[src/rtl/pe_dense_pkg.sv]
// Shared types and helpers for the dense-layer sequencer.
// Optional BIAS phase is enabled by the PE_DENSE_SEQ_BIAS_EN macro.
package pe_dense_pkg;

    localparam int DENSE_VALID_W = 8;
    localparam int LANE_MAX      = 8;

    typedef enum logic [2:0] {
        IDLE,
        CLEAR,
        ACCUM,
        BIAS,
        LATCH,
        DRAIN,
        FIN
    } dense_state_t;

    // Low `lanes` bits set.
    function automatic logic [LANE_MAX-1:0] lane_mask(input logic [DENSE_VALID_W-1:0] lanes);
        logic [LANE_MAX-1:0] m;
        for (int i = 0; i < LANE_MAX; i++) begin
            m[i] = (i < int'(lanes));
        end
        return m;
    endfunction

endpackage

[src/rtl/pe_dense_seq_drain_cnt.sv]
// Drain-phase read-address counter: ready/valid handshake with last-lane detect.
module pe_dense_drain_cnt
    import pe_dense_pkg::*;
#(
    parameter int LOG_N_PE = 3
) (
    input  logic                clk,
    input  logic                rst,
    input  logic                i_clr,
    input  logic                i_en,
    input  logic                i_ready,
    input  logic [LOG_N_PE-1:0] i_last_idx,
    output logic [LOG_N_PE-1:0] o_rd_addr,
    output logic                o_valid,
    output logic                o_last
);

    logic [LOG_N_PE-1:0] r_addr;
    logic                w_fire;

    assign w_fire    = i_en & i_ready;
    assign o_valid   = i_en;
    assign o_last    = w_fire && (r_addr == i_last_idx);
    assign o_rd_addr = r_addr;

    // Returns to lane 0 after the last beat so the next group starts clean.
    always_ff @(posedge clk or posedge rst) begin
        if (rst) begin
            r_addr <= '0;
        end else if (i_clr || o_last) begin
            r_addr <= '0;
        end else if (w_fire) begin
            r_addr <= r_addr + 1'b1;
        end
    end

endmodule

[src/rtl/pe_dense_seq.sv]
// Dense-layer sequencer: splits a layer into N_PE-lane groups and runs clear/accumulate/latch/drain.
// Define PE_DENSE_SEQ_BIAS_EN to insert a one-cycle BIAS phase before LATCH (adds bias_enable).
module pe_dense_seq
    import pe_dense_pkg::*;
#(
    parameter int N_PE     = 8,
    parameter int LOG_N_PE = 3,
    parameter int CNT_W    = 16
) (
    input  logic                     clk,
    input  logic                     rst,
    input  logic                     start,
    input  logic [CNT_W-1:0]         num_inputs,
    input  logic [CNT_W-1:0]         num_outputs,
    input  logic                     in_valid,
    input  logic                     out_ready,
    output logic                     dense_enable,
    output logic [N_PE-1:0]          dense_adder_reset,
    output logic [N_PE-1:0]          dense_adder_on,
    output logic                     dense_latch,
    output logic [LOG_N_PE-1:0]      dense_rd_addr,
    output logic [DENSE_VALID_W-1:0] dense_valid,
    output logic                     out_valid,
    output logic                     in_ready,
    output logic                     busy,
`ifdef PE_DENSE_SEQ_BIAS_EN
    output logic [N_PE-1:0]          bias_enable,
`endif
    output logic                     done
);

`ifdef PE_DENSE_SEQ_BIAS_EN
    localparam dense_state_t ACC_NEXT = BIAS;
`else
    localparam dense_state_t ACC_NEXT = LATCH;
`endif

    dense_state_t            r_state, w_next;
    logic [CNT_W-1:0]        r_num_in;
    logic [CNT_W-1:0]        r_rem;
    logic [CNT_W-1:0]        r_beat;
    logic [DENSE_VALID_W-1:0] r_lanes;

    logic [CNT_W-1:0]         w_beat_inc;
    logic [CNT_W-1:0]         w_rem_dec;
    logic [CNT_W-1:0]         w_lanes_src;
    logic [DENSE_VALID_W-1:0] w_lanes_new;
    logic [LANE_MAX-1:0]      w_mask_full;
    logic [N_PE-1:0]          w_mask;
    logic [LOG_N_PE-1:0]      w_last_idx;
    logic                     w_last;
    logic                     w_start_ok;

    assign w_start_ok  = (r_state == IDLE) && start;
    assign w_beat_inc  = r_beat + 1'b1;
    assign w_rem_dec   = r_rem - CNT_W'(r_lanes);
    // Group size comes from the fresh config on start, else from what remains after this group.
    assign w_lanes_src = (r_state == IDLE) ? num_outputs : w_rem_dec;
    assign w_lanes_new = (w_lanes_src < CNT_W'(N_PE)) ? w_lanes_src[DENSE_VALID_W-1:0]
                                                       : DENSE_VALID_W'(N_PE);
    assign w_mask_full = lane_mask(r_lanes);
    assign w_mask      = w_mask_full[N_PE-1:0];
    assign w_last_idx  = LOG_N_PE'(r_lanes - DENSE_VALID_W'(1));

    pe_dense_drain_cnt #(
        .LOG_N_PE (LOG_N_PE)
    ) u_drain (
        .clk        (clk),
        .rst        (rst),
        .i_clr      (r_state == LATCH),
        .i_en       (r_state == DRAIN),
        .i_ready    (out_ready),
        .i_last_idx (w_last_idx),
        .o_rd_addr  (dense_rd_addr),
        .o_valid    (out_valid),
        .o_last     (w_last)
    );

    always_ff @(posedge clk or posedge rst) begin
        if (rst) begin
            r_state <= IDLE;
        end else begin
            r_state <= w_next;
        end
    end

    always_comb begin
        w_next = r_state;
        case (r_state)
            IDLE:    if (start) w_next = (num_outputs != '0) ? CLEAR : FIN;
            CLEAR:   w_next = (r_num_in == '0) ? ACC_NEXT : ACCUM;
            ACCUM:   if (in_valid && (w_beat_inc == r_num_in)) w_next = ACC_NEXT;
            BIAS:    w_next = LATCH;
            LATCH:   w_next = DRAIN;
            DRAIN:   if (w_last) w_next = (w_rem_dec != '0) ? CLEAR : FIN;
            FIN:     w_next = IDLE;
            default: w_next = IDLE;
        endcase
    end

    always_ff @(posedge clk or posedge rst) begin
        if (rst) begin
            r_num_in <= '0;
            r_rem    <= '0;
            r_beat   <= '0;
            r_lanes  <= '0;
        end else begin
            if (w_start_ok) begin
                r_num_in <= num_inputs;
                r_rem    <= num_outputs;
            end else if ((r_state == DRAIN) && w_last) begin
                r_rem <= w_rem_dec;
            end
            if (w_start_ok || ((r_state == DRAIN) && w_last)) begin
                r_lanes <= w_lanes_new;
            end
            if (r_state == CLEAR) begin
                r_beat <= '0;
            end else if ((r_state == ACCUM) && in_valid) begin
                r_beat <= w_beat_inc;
            end
        end
    end

    always_comb begin
        dense_adder_reset = '0;
        dense_adder_on    = '0;
        dense_latch       = 1'b0;
        in_ready          = 1'b0;
        done              = 1'b0;
        case (r_state)
            CLEAR: dense_adder_reset = w_mask;
            ACCUM: begin
                in_ready = 1'b1;
                if (in_valid) dense_adder_on = w_mask;
            end
            LATCH:   dense_latch = 1'b1;
            FIN:     done = 1'b1;
            default: ;
        endcase
    end

`ifdef PE_DENSE_SEQ_BIAS_EN
    assign bias_enable = (r_state == BIAS) ? w_mask : '0;
`endif

    assign busy         = (r_state != IDLE);
    assign dense_enable = busy;
    assign dense_valid  = r_lanes;

endmodule

[config.mk]
export PLATFORM = sky130hd
export DESIGN_NAME = pe_dense_seq
export DESIGN_NICKNAME = d
export VERILOG_FILES = /design/src/rtl/pe_dense_pkg.sv /design/src/rtl/pe_dense_seq_drain_cnt.sv /design/src/rtl/pe_dense_seq.sv
export SDC_FILE = /design/constraint.sdc
export NUM_CORES = 1
export LEC_CHECK = 0
export ABC_AREA = 1
export BUFFER_PORTS_ARGS = -buffer_cell sky130_fd_sc_hd__buf_2
export CAP_MARGIN = 20
export CORE_ASPECT_RATIO = 0.9
export CORE_MARGIN = 10
export CORE_UTILIZATION = 45
export CTS_BUF_LIST = sky130_fd_sc_hd__clkbuf_8 sky130_fd_sc_hd__clkbuf_16
export DETAILED_ROUTE_END_ITERATION = 16
export GPL_TIMING_DRIVEN = 0
export PLACE_DENSITY = 0.67
export SETUP_SLACK_MARGIN = 0.4
export SLEW_MARGIN = 10
export SYNTH_ARGS = -nofsm -noshare
export SYNTH_HDL_FRONTEND = slang
export SYNTH_SLANG_ARGS = --single-unit
[constraint.sdc]
create_clock -name clk -period 3.1 [get_ports clk]
set_input_delay 0.155 -clock clk [delete_from_list [all_inputs] [get_ports clk]]
set_output_delay 0.155 -clock clk [all_outputs]
set_load 0.05 [all_outputs]
### Word-level counts from Yosys, hierarchy flattened

Cells that the tools add are included.

| storage, ports and cells | value |
|---|---|
| register bits | 62 |
| input bits | 37 |
| output and inout port bits | 33 |
| logic and storage cells | 68 |

| cells by class | value |
|---|---|
| add/sub/neg operators | 4 |
| $lt $le $gt $ge | 9 |
| eq/ne operators | 11 |
| mux-type cells | 21 |
| bitwise logic cells | 1 |
| reductions and logical operators | 16 |

Operators by type and width:

| cell | number |
|---|---|
| two-way mux 16 bit | 5 |
| < comparator 3 x 8 -> 1 bit, first input constant | 4 |
| two-way mux 8 bit | 4 |
| nonzero test 16 bit | 2 |
| two-way mux 3 bit | 8 |
| one-hot mux 3 bit (6 select lines) | 1 |
| adder 16 x 1 -> 16 bit, second input constant | 1 |
| == test 16 bit | 1 |
| zero test 16 bit | 1 |
| < comparator 1 x 8 -> 1 bit, first input constant | 2 |
| < comparator 16 x 4 -> 1 bit, second input constant | 1 |
| < comparator 2 x 8 -> 1 bit, first input constant | 2 |
| subtractor 16 x 8 -> 16 bit | 1 |
| == test 3 bit, second input constant | 3 |
| == test 3 x 2 -> 1 bit, second input constant | 2 |
| inequality test 2 bit, second input constant | 3 |
| nonzero test 2 bit | 3 |
| logical AND 1 bit | 5 |
| adder 3 x 1 -> 3 bit, second input constant | 1 |
| == test 3 x 1 -> 1 bit, second input constant | 1 |
| == test 3 bit | 1 |
| zero test 3 bit | 1 |
| two-way mux 1 bit | 3 |
| AND reduction 3 bit | 1 |
| other kinds (4) | 5 |

### Depth between registers and ports, before layout

| logic depth | value |
|---|---|
| word-level depth | 6 |
| depth in mapped cells | 20 |
| depth with buffers taken out | 19 |

### Modules after synthesis

From an unflattened synthesis, not the netlist that was laid out.

| second synthesis, totals | value |
|---|---|
| cell total of the unflattened synthesis | 660 |
| area, all modules | 4439.3 um^2 |

Modules (own cells, without submodules):

| module | instances | cells each | area each (um^2) |
|---|---|---|---|
| pe_dense_seq | 1 | 619 | 4189.0 |
| pe_dense_drain_cnt | 1 | 41 | 250.2 |

### Least setup slack after synthesis

OpenSTA, ideal clock, no wires.

| path | value |
|---|---|
| path type | register to register |
| from | register r_lanes[2] (netlist: dense_valid[2]) |
| to | register r_lanes[2] (netlist: dense_valid[2]) |
| library setup time | 0.074 ns |
| arrival time | 2.422 ns |
| data required time | 3.026 ns |
| setup slack | 0.604 ns |
| cell stages (with the launch flop) | 19 |
| buffers on the path | 1 |
| clock period less this slack | 2.496 ns |
| cell sequence | dfrtp_1 clkbuf_1 inv_1 ha_1 nand2_1 nand2_1 inv_2 nand2_1 nand2_1 nand2_1 nand2_1 nand2_1 nand2_1 nand2_1 nor2_1 nand3_1 nand2_2 nand2_1 o21ai_2 |

| on the way | value |
|---|---|
| longest elaborated chain between the ends | 5 |
| elaborated cells between the ends (all ways) | 9 |

Ends and longest elaborated chain:

| item | line | source |
|---|---|---|
| from (decl) | pe_dense_seq.sv:42 | `logic [DENSE_VALID_W-1:0] r_lanes;` |
| from (signal assigned) | pe_dense_seq.sv:115 | `r_lanes <= w_lanes_new;` |
| branches (longest 5 deep; another with subtractor 16 x 8 -> 16 bit) | -- |  |

Parallel ways; which one is timed is not known.
A chain may end at the register's enable or synchronous reset.

### Final worst setup path

| path | value |
|---|---|
| from | register r_lanes[0] (netlist: dense_valid[0]) |
| to | register r_lanes[2] (netlist: dense_valid[2]) |

Same word-level chain as after synthesis.

==> results.toml <==
[status]
run_status = "completed"

[sta]
finalSetupViolCount = 0
max_transition_viols_final = 0
worstMarginPinSlew_ps = 654
post-route-worst-setup-slack_ps = 594
worst_slew_margin_rel = 0.561
grt_setup_unrepaired = "false"
final_hold_viol_count = 0
skew_ps = 13.6
max_freq_mhz = 399
finalSetupTns_ps = 0
final_min_period_over_clock_period = 0.808
final_period_minus_worst_setup_slack_ps = 2510

[finish]
drive_above_1_share = 0.172
most_common_cell_after_layout_fill_and_taps_aside = "sky130_fd_sc_hd__nand2_1"
finish.utilization = 0.542
final_nets = 793
final_standard_cell_count_with_taps_included_and_fillers_excluded = 872
synthToLayoutAreaGrowth_pct = 18.4
antenna_cells_inserted = 0
final_cell_mix = "sky130_fd_sc_hd__nand2_1, sky130_fd_sc_hd__inv_1, sky130_fd_sc_hd__buf_2"

[routing]
vias = 4519
detail-route-antenna-nets = 0
wirelength_um = 13100
drt_pre_antenna_iters = 4
drt_first_iter_violations = 358
post_drt_via_cell_ratio = 5.18
drt_drc_violations_left = 0
wl_per_cell_um = 15.0

[setup_path]
path_delay_family = "simple AND/OR/NAND/NOR gates"
crit_arrival_ps = 2790
start_kind = "flip-flop"
setup.worst_path.end_class = "flip-flop"
r2r_slack_ps = 590
r2r_cells = 15
worst-path-max-fanout = 7
worst-path-stages = 15
critical_path.max_stage_delay_ps = 480
worst_path_max_delay_cell = "sky130_fd_sc_hd__dfrtp_2"
critical_path.cell_chain = "ha_1 > fa_1 > inv_1 > nand3_1 > nand2_2 > nand3b_1 > nand2_1 > nand2_1 > nand2_1 > nand3_1 > nor2_2 > nand3_1 > nand2_2 > nand2_1 > o21ai_2"
required_ps = 3390
buffers_and_inverters_on_the_worst_path = 1
worst_path_most_repeated_cell = "sky130_fd_sc_hd__nand2_1"
timing_worst_setup_path_type = "flip-flop to flip-flop"

[yosys]
netlist-cell-type-count = 45
synthesis.instances = 652
ys_warn_count = 0
synth_fp_nets = 704
postSynthAreaPerCell_um2 = 6.75
async_reset_ff_frac = 1.00
synth_flop_cell = "sky130_fd_sc_hd__dfrtp_1"
mappedNetlistArea_um2 = 4400
synth_seq_area_share = 0.352
synth_seq_cells = 62
synth_edf_count = 0

[global_route]
groute.layer.met2.usage = 0.265
globalRouteTotalUtil = 0.183
grtUsageMet1 = 0.264
grt_first_pass_wirelength_um = 21600
grt_antenna_before_repair = 0
grt_max_degree = 48
grtUsageMet3 = 0.0431
grt_pass1_vias = 4389
gr-total-overflow = 0
grt_busiest_layer = "met2"

[floorplanning]
start_util = 0.458
io_pins = 70
die-area_um2 = 14100
core_rows = 34
placeableCoreArea_um2 = 9610
die_x_um = 124
dieHeight_um = 114

[clock_network]
clk_latency_ps = 350
cts-htree-levels = 3
cts_tree = "done"
cts_buffer_count = 9
clock_sinks = 62
path_clk_slew_ps = 80
clockRootBuffer = "sky130_fd_sc_hd__clkbuf_8"
clock_tree.buffer_depth = 2

[placement]
detailed_placement_wirelength_estimate_um = 10400
inst_count_dp = 848
dp_slack_ps = 450
final_weighted_congestion_in_routability_driven_placement = 0.923
port_buffers = 69

[pwr]
leak_pwr_nw = 2.73
p_per_area_nw_per_um2 = 876
worst_vdd_ir_mv = 0.532

[flow_run]
cap_violations = 0

[hold_path]
min_path_type = "input port to flip-flop"
hold_depth = 3
==> path summary, 6_finish.rpt <==
kind | start | to
max in group asynchronous | rst | dense_valid[0]
hold / removal | num_inputs[12] | r_num_in[12]
setup / recovery | dense_valid[0] | dense_valid[2]
hold reg to reg | r_rem[4] | r_rem[4]
setup reg to reg | dense_valid[0] | dense_valid[2]
min in group asynchronous | rst | dense_valid[7]
==> state kept, by name (all words and copies together), names as in the netlist <==
| signal | flops |
|---|---|
| u_drain.o_rd_addr | 3 |
| dense_valid | 8 |
| r_rem | 16 |
| r_state | 3 |
| r_beat | 16 |
| r_num_in | 16 |
==> synth_stat cells (2+ instances only) <==
master	n	area share
sky130_fd_sc_hd__xor2_1	6	0.012
sky130_fd_sc_hd__buf_2	5	0.0057
sky130_fd_sc_hd__nand4_1	13	0.018
sky130_fd_sc_hd__o21ai_1	5	0.0057
sky130_fd_sc_hd__o211ai_1	4	0.0068
sky130_fd_sc_hd__nand3_1	46	0.052
sky130_fd_sc_hd__nor3b_1	2	0.0034
sky130_fd_sc_hd__o221ai_1	7	0.014
sky130_fd_sc_hd__nor2_2	5	0.0071
sky130_fd_sc_hd__nor2_1	73	0.062
sky130_fd_sc_hd__nand3b_1	7	0.012
sky130_fd_sc_hd__inv_2	6	0.0051
sky130_fd_sc_hd__nor3_1	4	0.0045
sky130_fd_sc_hd__dfrtp_1	62	0.35
sky130_fd_sc_hd__nor3_2	2	0.0045
sky130_fd_sc_hd__inv_1	94	0.080
sky130_fd_sc_hd__nand2_1	214	0.18
sky130_fd_sc_hd__o21ai_0	18	0.020
sky130_fd_sc_hd__nor4_1	7	0.0099
sky130_fd_sc_hd__nand2_2	5	0.0071
sky130_fd_sc_hd__xnor2_1	4	0.0080
sky130_fd_sc_hd__o22ai_1	13	0.018
sky130_fd_sc_hd__a21oi_1	9	0.010
sky130_fd_sc_hd__ha_1	14	0.040
sky130_fd_sc_hd__a221o_1	2	0.0045
sky130_fd_sc_hd__clkbuf_1	5	0.0043
sky130_fd_sc_hd__o21ai_2	2	0.0040
==> metrics by stage <==
step / total power, W / area, um2 / hold WS (ps)
2_1_floorplan: 0.00320 / 4400 / 265
3_3_place_gp: 0.00380 / 4910 / 356
3_5_place_dp: 0.00385 / 4940 / 111
4_1_cts: 0.00453 / 5190 / 0.790
5_1_grt: 0.00494 / 5210 / 8.28
6_report: 0.00457 / 5210 / 11.1
==> power breakdown <==
| part | switching [W] | internal [W] | total [W] |
|---|---|---|---|
| combinational | 0.00182 | 0.000804 | 0.00262 |
| clock | 0.000366 | 0.000291 | 0.000657 |
| sequential | 0.000246 | 0.00104 | 0.00129 |
==> logic make-up after synthesis <==
kind of cell | Yosys count | share of synthesized area
flip-flops | 62 | 0.352
XOR/XNOR | 11 | 0.0250
AO/OA/AOI/OAI | 64 | 0.0949
buffers and inverters | 114 | 0.100
multiplexers | 1 | 0.00227
AND/OR/NAND/NOR | 385 | 0.381
adder cells (fa/ha/maj) | 15 | 0.0443
==> worst register-to-register path, stage by stage, from the launching register on <==
cell,delay (ps)
sky130_fd_sc_hd__dfrtp_2,480
sky130_fd_sc_hd__ha_1,250
sky130_fd_sc_hd__fa_1,410
sky130_fd_sc_hd__inv_1,110
sky130_fd_sc_hd__nand3_1,110
sky130_fd_sc_hd__nand2_2,140
sky130_fd_sc_hd__nand3b_1,120
sky130_fd_sc_hd__nand2_1,70
sky130_fd_sc_hd__nand2_1,40
sky130_fd_sc_hd__nand2_1,70
sky130_fd_sc_hd__nand3_1,90
sky130_fd_sc_hd__nor2_2,150
sky130_fd_sc_hd__nand3_1,110
sky130_fd_sc_hd__nand2_2,120
sky130_fd_sc_hd__nand2_1,70
sky130_fd_sc_hd__o21ai_2,110
==> layout make-up <==
type	count	area, um2
Clock inverter	7	48.8
Buffer	11	55.1
Tap cell	126	158
Fill cell	975	4400
Clock buffer	9	124
Timing Repair Buffer	78	453
Sequential cell	62	1550
Multi-Input combinational cell	476	2430
Inverter	103	393
==> routing by layer <==
layer	vias to the layer above	part of all wire	wire [um]
li1	2273	-	-
met1	2092	0.51	6690
met2	144	0.41	5340
met3	10	0.073	951
met4	0	0.0096	126
met5	-	0	0
==> timing repair <==
action / in CTS / in global routing
gates resized for setup: 0 / 9
endpoints found under the hold margin: 22 / 0
endpoints found under the setup margin: 0 / 8
hold buffers: 8 / 0
buffers inserted: 0 / 0
No activity file was read; power rests on OpenSTA's default activity.
